`src/rtl/sdram_phase_sweep.sv`:
```
`default_nettype none
// ============================================================================
// sdram_phase_sweep : sweeps SDRAM clock phase, scores each step, centres on
// the longest error-free run. Optional BCD phase readout: PHASE_SWEEP_BCD_EN.
// Revision: 1.0
// ============================================================================
module sdram_phase_sweep #(
  parameter int N_STEPS    = 64,
  parameter int SETTLE_CYC = 1024,
  parameter int WINDOW_CYC = 1048576,
  parameter int STEP_HI    = 4
) (
  input  logic        clk,
  input  logic        rst_n,
  input  logic        start,
  input  logic        step_up,
  input  logic        step_dn,
  input  logic [31:0] passcount,
  input  logic [31:0] failcount,
  output logic        phasedir,
  output logic        phasestep,
  output logic [7:0]  phase,
  output logic        busy,
  output logic        done,
  output logic        no_window,
  output logic [7:0]  win_lo,
  output logic [7:0]  win_len,
  output logic [11:0] phase_bcd
);

  localparam logic [31:0] C_SETTLE_LAST = 32'(SETTLE_CYC - 1);
  localparam logic [31:0] C_WINDOW_LAST = 32'(WINDOW_CYC - 1);
  localparam logic [31:0] C_HI_LAST     = 32'(STEP_HI - 1);
  localparam logic [7:0]  C_K_LAST      = 8'(N_STEPS - 1);

  typedef enum logic [3:0] {
    S_IDLE    = 4'd0,
    S_DIR     = 4'd1,
    S_PULSE   = 4'd2,
    S_SETTLE  = 4'd3,
    S_SNAP    = 4'd4,
    S_MEASURE = 4'd5,
    S_EVAL    = 4'd6,
    S_CENTER  = 4'd7,
    S_DONE    = 4'd8
  } state_t;

  state_t      state;
  logic [31:0] cnt;
  logic [7:0]  k;
  logic [31:0] snap_p;
  logic [31:0] snap_f;
  logic [7:0]  cur_len;
  logic [7:0]  cur_lo;
  logic [7:0]  start_phase;
  logic        centering;

  logic [31:0] diff_p;
  logic [31:0] diff_f;
  logic        good;
  logic [7:0]  run_len_next;
  logic [7:0]  run_lo_next;
  logic [7:0]  center_target;

  // Modular subtraction keeps the score correct across counter wrap.
  assign diff_p        = passcount - snap_p;
  assign diff_f        = failcount - snap_f;
  assign good          = (diff_f == 32'd0) && (diff_p != 32'd0);
  assign run_len_next  = cur_len + 8'd1;
  assign run_lo_next   = (cur_len == 8'd0) ? phase : cur_lo;
  assign center_target = (win_len == 8'd0) ? start_phase
                                           : win_lo + {1'b0, win_len[7:1]};

  always_ff @(posedge clk or negedge rst_n) begin
    if (!rst_n) begin
      state       <= S_IDLE;
      cnt         <= 32'd0;
      k           <= 8'd0;
      snap_p      <= 32'd0;
      snap_f      <= 32'd0;
      cur_len     <= 8'd0;
      cur_lo      <= 8'd0;
      start_phase <= 8'd0;
      centering   <= 1'b0;
      phasedir    <= 1'b0;
      phasestep   <= 1'b0;
      phase       <= 8'd0;
      busy        <= 1'b0;
      done        <= 1'b0;
      no_window   <= 1'b0;
      win_lo      <= 8'd0;
      win_len     <= 8'd0;
    end else begin
      case (state)
        S_IDLE, S_DONE: begin
          if (start) begin
            busy        <= 1'b1;
            done        <= 1'b0;
            no_window   <= 1'b0;
            win_lo      <= 8'd0;
            win_len     <= 8'd0;
            cur_len     <= 8'd0;
            cur_lo      <= 8'd0;
            k           <= 8'd0;
            centering   <= 1'b0;
            start_phase <= phase;
            phasedir    <= 1'b1;
            state       <= S_DIR;
          end else if (step_up ^ step_dn) begin
            phasedir <= step_up;
            state    <= S_DIR;
          end
        end
        S_DIR: begin
          phasestep <= 1'b1;
          phase     <= phasedir ? phase + 8'd1 : phase - 8'd1;
          cnt       <= 32'd0;
          state     <= S_PULSE;
        end
        S_PULSE: begin
          if (cnt == C_HI_LAST) begin
            phasestep <= 1'b0;
            cnt       <= 32'd0;
            // Manual steps return to whichever resting state issued them.
            if (!busy)          state <= done ? S_DONE : S_IDLE;
            else if (centering) state <= S_CENTER;
            else                state <= S_SETTLE;
          end else begin
            cnt <= cnt + 32'd1;
          end
        end
        S_SETTLE: begin
          if (cnt == C_SETTLE_LAST) begin
            cnt   <= 32'd0;
            state <= S_SNAP;
          end else begin
            cnt <= cnt + 32'd1;
          end
        end
        S_SNAP: begin
          snap_p <= passcount;
          snap_f <= failcount;
          cnt    <= 32'd0;
          state  <= S_MEASURE;
        end
        S_MEASURE: begin
          if (cnt == C_WINDOW_LAST) begin
            cnt   <= 32'd0;
            state <= S_EVAL;
          end else begin
            cnt <= cnt + 32'd1;
          end
        end
        S_EVAL: begin
          if (good) begin
            cur_len <= run_len_next;
            cur_lo  <= run_lo_next;
            // Strictly longer only, so an equal later run never displaces the earlier one.
            if (run_len_next > win_len) begin
              win_len <= run_len_next;
              win_lo  <= run_lo_next;
            end
          end else begin
            cur_len <= 8'd0;
          end
          if (k == C_K_LAST) begin
            centering <= 1'b1;
            state     <= S_CENTER;
          end else begin
            k        <= k + 8'd1;
            phasedir <= 1'b1;
            state    <= S_DIR;
          end
        end
        S_CENTER: begin
          if (phase == center_target) begin
            no_window <= (win_len == 8'd0);
            busy      <= 1'b0;
            done      <= 1'b1;
            centering <= 1'b0;
            state     <= S_DONE;
          end else begin
            phasedir <= 1'b0;
            state    <= S_DIR;
          end
        end
        default: state <= S_IDLE;
      endcase
    end
  end

`ifdef PHASE_SWEEP_BCD_EN
  function automatic logic [11:0] to_bcd(input logic [7:0] bin);
    logic [19:0] sh;
    sh = {12'd0, bin};
    for (int i = 0; i < 8; i++) begin
      if (sh[11:8]  >= 4'd5) sh[11:8]  = sh[11:8]  + 4'd3;
      if (sh[15:12] >= 4'd5) sh[15:12] = sh[15:12] + 4'd3;
      if (sh[19:16] >= 4'd5) sh[19:16] = sh[19:16] + 4'd3;
      sh = sh << 1;
    end
    return sh[19:8];
  endfunction

  always_ff @(posedge clk or negedge rst_n) begin
    if (!rst_n) phase_bcd <= 12'h000;
    else        phase_bcd <= to_bcd(phase);
  end
`else
  assign phase_bcd = 12'h000;
`endif

endmodule
`default_nettype wire

```
`config.mk`:
```
export PLATFORM = sky130hd
export DESIGN_NAME = sdram_phase_sweep
export DESIGN_NICKNAME = d
export VERILOG_FILES = /design/src/rtl/sdram_phase_sweep.sv
export SDC_FILE = /design/constraint.sdc
export NUM_CORES = 1
export LEC_CHECK = 0
export BUFFER_PORTS_ARGS = -buffer_cell sky130_fd_sc_hd__buf_2
export CAP_MARGIN = 20
export CORE_AREA = 2 2 206 208
export CTS_BUF_LIST = sky130_fd_sc_hd__clkbuf_8
export DETAILED_ROUTE_END_ITERATION = 8
export DIE_AREA = 0 0 208 210
export PLACE_DENSITY = 0.47
export SLEW_MARGIN = 20
export SYNTH_ARGS = -nofsm -noshare
export SYNTH_HDL_FRONTEND = slang
export SYNTH_SLANG_ARGS = --single-unit
```
`constraint.sdc`:
```
create_clock -name clk -period 5.9 [get_ports clk]
set_input_delay 0.295 -clock clk [delete_from_list [all_inputs] [get_ports clk]]
set_output_delay 0.295 -clock clk [all_outputs]
set_load 0.01 [all_outputs]
```
# Word level (Yosys, flattened, before mapping)
# Cells that the tools add are included.
[totals] word_cells=122 register_bits=162
[op_classes] bitwise_logic=1 magnitude_cmp=1 addsub=8 muxes=48 reduce_logical=23 eq_ne=24
[ops] cell="32-bit case mux with 4 select lines" count=1
[ops] cell="32-bit 2-to-1 mux" count=3
[ops] cell="8-bit 2-to-1 mux" count=11
[ops] cell="8-bit case mux with 2 select lines" count=5
[ops] cell="32-bit subtractor" count=2
[ops] cell="32-bit by 1-bit adder with 32-bit output, second input constant" count=1
[ops] cell="32-bit by 10-bit == test with 1-bit output, second input constant" count=1
[ops] cell="32-bit by 2-bit == test with 1-bit output, second input constant" count=1
[ops] cell="32-bit by 20-bit == test with 1-bit output, second input constant" count=1
[ops] cell="32-bit zero test" count=1
[ops] cell="4-bit 2-to-1 mux" count=8
[ops] cell="4-bit case mux with 8 select lines" count=1
[ops] cell="32-bit nonzero test" count=1
[ops] cell="8-bit by 1-bit adder with 8-bit output, second input constant" count=3
[ops] cell="2-bit inequality test, second input constant" count=10
[ops] cell="4-bit by 3-bit == test with 1-bit output, second input constant" count=4
[ops] cell="8-bit zero test" count=2
[ops] cell="4-bit AND reduction" count=4
[ops] cell="1-bit 2-to-1 mux" count=11
[ops] cell="3-bit AND reduction" count=3
[ops] cell="8-bit by 7-bit adder with 8-bit output" count=1
[ops] cell="4-bit by 2-bit == test with 1-bit output, second input constant" count=2
[ops] cell="8-bit by 6-bit == test with 1-bit output, second input constant" count=1
[ops] cell="8-bit == test" count=1
[ops] cell="16 further kinds" count=26

# Depth between registers and ports, before layout
[depth] ltp_word=5 mapped_depth=16 mapped_depth_nobuf=13

# Worst setup path after synthesis
# OpenSTA, ideal clock, no wires.
[synth_path] path_kind="register to register" start="reg snap_f[3]" end="reg win_len[2]" path_stages_with_launch=14 n_path_buf=0 setup_time_ns=0.127 setup_slack_ns=2.366 t_arrival_ns=3.407 required_ns=5.773 cell_sequence="dfrtp_1 > inv_1 > ha_1 > a21o_1 > nand2b_4 > o21ai_2 > a21oi_1 > or3_1 > a221o_1 > a2111o_1 > nor4_2 > o2111ai_2 > a211oi_4 > mux2_1"
[synth_via] elab_chain_cells=5
[synth_lines] element="start, declared" line_no="52" text="logic [31:0] snap_f;"
[synth_lines] element="start signal, assigned" line_no="142" text="snap_f <= failcount;"
[synth_lines] element="32-bit subtractor" line_no="67" text="assign diff_f = failcount - snap_f;"
[synth_lines] element="32-bit zero test" line_no="68" text="assign good = (diff_f == 32'd0) && (diff_p != 32'd0);"
[synth_lines] element="1-bit logical AND" line_no="68"
[synth_lines] element="2-bit inequality test (no source line)"
[synth_lines] element="4-bit AND reduction (no source line)"
[synth_lines] element="end signal, assigned" line_no="160" text="win_len <= run_len_next;"
[synth_lines] element="end, declared" line_no="27" text="output logic [7:0] win_len,"
# No other way between the ends.
# A chain may end at the register's enable or synchronous reset.

# Worst setup path in the final report
[layout_path] start="in failcount[10]" end="reg win_len[2]"
[layout_via] elab_chain_cells=5
[layout_lines] element="start, declared" line_no="19" text="input logic [31:0] failcount,"
[layout_lines] element="32-bit subtractor" line_no="67"
[layout_lines] element="32-bit zero test" line_no="68"
[layout_lines] element="1-bit logical AND" line_no="68"
[layout_lines] element="2-bit inequality test (no source line)"
[layout_lines] element="4-bit AND reduction (no source line)"
# No other way between the ends.

==> impl_metrics.yaml <==
placement:
  portBuffers: 97
  placed_area_um2: 13300
  pre_cts_ws_ns: 1.27
  placed_cells: 2100
  place_hpwl_um: 25000
  place.gp.congestion: 0.876
power_and_ir_drop:
  cellLeakagePower_nw: 6.65
  power.total_mw: 2.22
  powerDensity_nw_per_um2: 155
  vdd_ir_drop_max_v: 0.000160
die:
  coreArea_um2: 41500
  die-area_um2: 43700
  start_util: 0.296
  die_h_um: 210
  ios: 110
  row_count: 75
  die_w_um: 208
synth:
  synthTopCellsByArea: "dfrtp_1 33%, ha_1 8.9%, nand2_1 6.5%"
  synth_cell_types: 83
  synth_seq_area_share: 0.330
  yosysWarnings: 0
  syn_area_um2: 12300
  synth_top_area_frac: 0.330
  async_flop_share: 1.00
  synth-edff-count: 0
  ys.flop_type: "dfrtp_1"
  ys_ff_latch: 162
  avgSynthCellArea_um2: 8.12
  synth.largest_area_cell: "dfrtp_1"
  synthCells: 1514
route:
  wl_per_cell_um: 15.4
  viasPerCell: 5.03
  drt-total-wl_um: 33800
  drc: 0
  drtAntennaViolNets: 0
  routed-via-count: 11052
  drt_iter0_markers: 709
  first_pass_iters: 5
setup_path:
  cp_slowest_stage_delay_ns: 0.53
  path_cells: "dlygate4sd3_1, buf_2, ha_1, a21oi_1, o21ai_0, nand2_1, nor4bb_1, a211oi_1, a221o_1, a2111o_1, nor4_2, o2111ai_2, buf_4, a211oi_4, buf_4, mux2_1"
  crit_path_start_kind: "input pin"
  slowest_stage: "a211oi_4"
  worstSetupPathType: "input pin to flip-flop"
  cp-end-kind: "flip-flop"
  cpMostUsedCell: "buf_4"
  cp.required_ns: 6.36
  path_max_fanout: 20
  crit_arrival_ns: 5.07
clock_network:
  clk_pin_slew_ns: 0.11
  clk_latency_ns: 0.56
  cts_resized: 0
  cts_buffers: 17
  root_buffer: "clkbuf_8"
  cts_htree_levels: 4
  cts_tree: "yes"
  cts_buffer_depth: 2
  cts_num_sinks: 162
layout:
  final_cells: 2197
  layout_commonest_cell: "nand2_1"
  stdcell_area_um2: 14300
  drive_gt1_frac: 0.112
  fin_nets: 1803
  fill_cells: 4403
  fin_util: 0.345
  regArea_um2: 4050
  area_growth_pct: 16.4
  n_antenna_cell: 0
  multiInputGateArea_um2: 7550
  layout_common_cells: "212 x nand2_1, 162 x dfrtp_1, 143 x o21ai_0"
grt:
  grt_max_degree: 125
  top_usage_layer: "met2"
  overflow: 0
  track_usage: 0.158
  grt_pass1_wl_um: 55700
  antenna_found_initial: 0
  grt_pass1_vias: 10641
  grtUsageMet3: 0.0377
  met1_usage: 0.212
  met2_usage: 0.257
sta:
  setup_viol: 0
  fin_skew_ns: 0.0277
  min_period_ns: 4.61
  tightest_slew_ns: 0.843
  setup_tns_ns: 0
  max-slew-margin-rel: 0.424
  whs_ns: 0.106
  finalWorstSetupSlack_ns: 1.29
  rsz0062_at_grt: "false"
  drv_slew: 0
  clock.fmax_mhz: 217
  hold_viol: 0
  fin_crit_sh: 0.781
run_status:
  status: "finished, final reports clean"
worst_hold_path:
  hp-class: "input pin to flip-flop"
run:
  drv_cap: 0
-- per-layer routing --
metal	vias to the layer above	share of wire	wire length [um]
li1	5584	-	-
met1	5274	0.48	16200
met2	171	0.47	15900
met3	23	0.037	1260
met4	0	0.011	361
met5	-	0	0
-- cell families after synthesis --
group | count (synthesis) | share of synthesized area
mux | 56 | 0.0483
xor+xnor | 83 | 0.0591
fa+ha+maj | 89 | 0.0918
buf+inv | 181 | 0.0602
flops | 162 | 0.330
compound gates | 398 | 0.203
simple gates | 544 | 0.208
other cells | 1 | 0.000305
-- worst max-delay path, delay by kind of cell --
kind,cells,cell delay [ns]
fa+ha+maj,1,0.38
simple gates,3,0.90
buf+inv,4,1.20
mux,1,0.33
compound gates,7,1.94
-- path summary, 6_finish.rpt --
path | from | to | slack [ns] | depth (start not counted)
max reg2reg | snap_f[10] | win_len[2] | 1.35 | 15
min | step_up | phasedir | 0.11 | 3
min reg2reg | k[3] | k[3] | 0.50 | 1
max | failcount[10] | win_len[2] | 1.29 | 16
min in group asynchronous | rst_n | start_phase[3] | 0.25 | 2
max in group asynchronous | rst_n | snap_f[14] | 4.43 | 3
-- power by group --
group | switching, mW | internal, mW | total [mW]
clock | 0.480 | 0.391 | 0.871
combinational | 0.138 | 0.0976 | 0.235
sequential | 0.000719 | 1.11 | 1.11
-- final cells by class --
class                           count  share of cell area
Clock inverter                     14              0.0107
Multi-Input combinational cell   1182               0.527
Tap cell                          539              0.0471
Timing Repair Buffer              171              0.0854
Inverter                          111              0.0291
Clock buffer                       18              0.0173
Sequential cell                   162               0.283
-- cells in the mapped netlist (all sizes together), types with 17 or more instances --
cell type / number
o21a: 17
inv: 111
nand2b: 18
buf: 20
nand3: 53
nand4: 27
a211oi: 20
ha: 87
xnor2: 48
nor2: 117
nor3: 28
nand2: 212
a21oi: 100
o21ai: 146
a21o: 20
dfrtp: 162
xor2: 35
mux2: 27
clkbuf: 50
and3: 19
mux2i: 29
-- sequential cells by signal (all words and copies together), names as in the netlist --
name / cells
busy: 1
centering: 1
cnt: 32
cur_len: 8
cur_lo: 8
done: 1
k: 8
no_window: 1
phase: 8
phasedir: 1
phasestep: 1
snap_f: 32
snap_p: 32
start_phase: 8
state: 4
win_len: 8
win_lo: 8
-- what timing repair did --
| action | 4_1_cts | 5_1_grt |
|---|---|---|
| hold buffers | 65 | 0 |
| setup buffers | 0 | 0 |
| endpoints found under the hold margin | 120 | 0 |
Power figures use the tool's default switching activity.
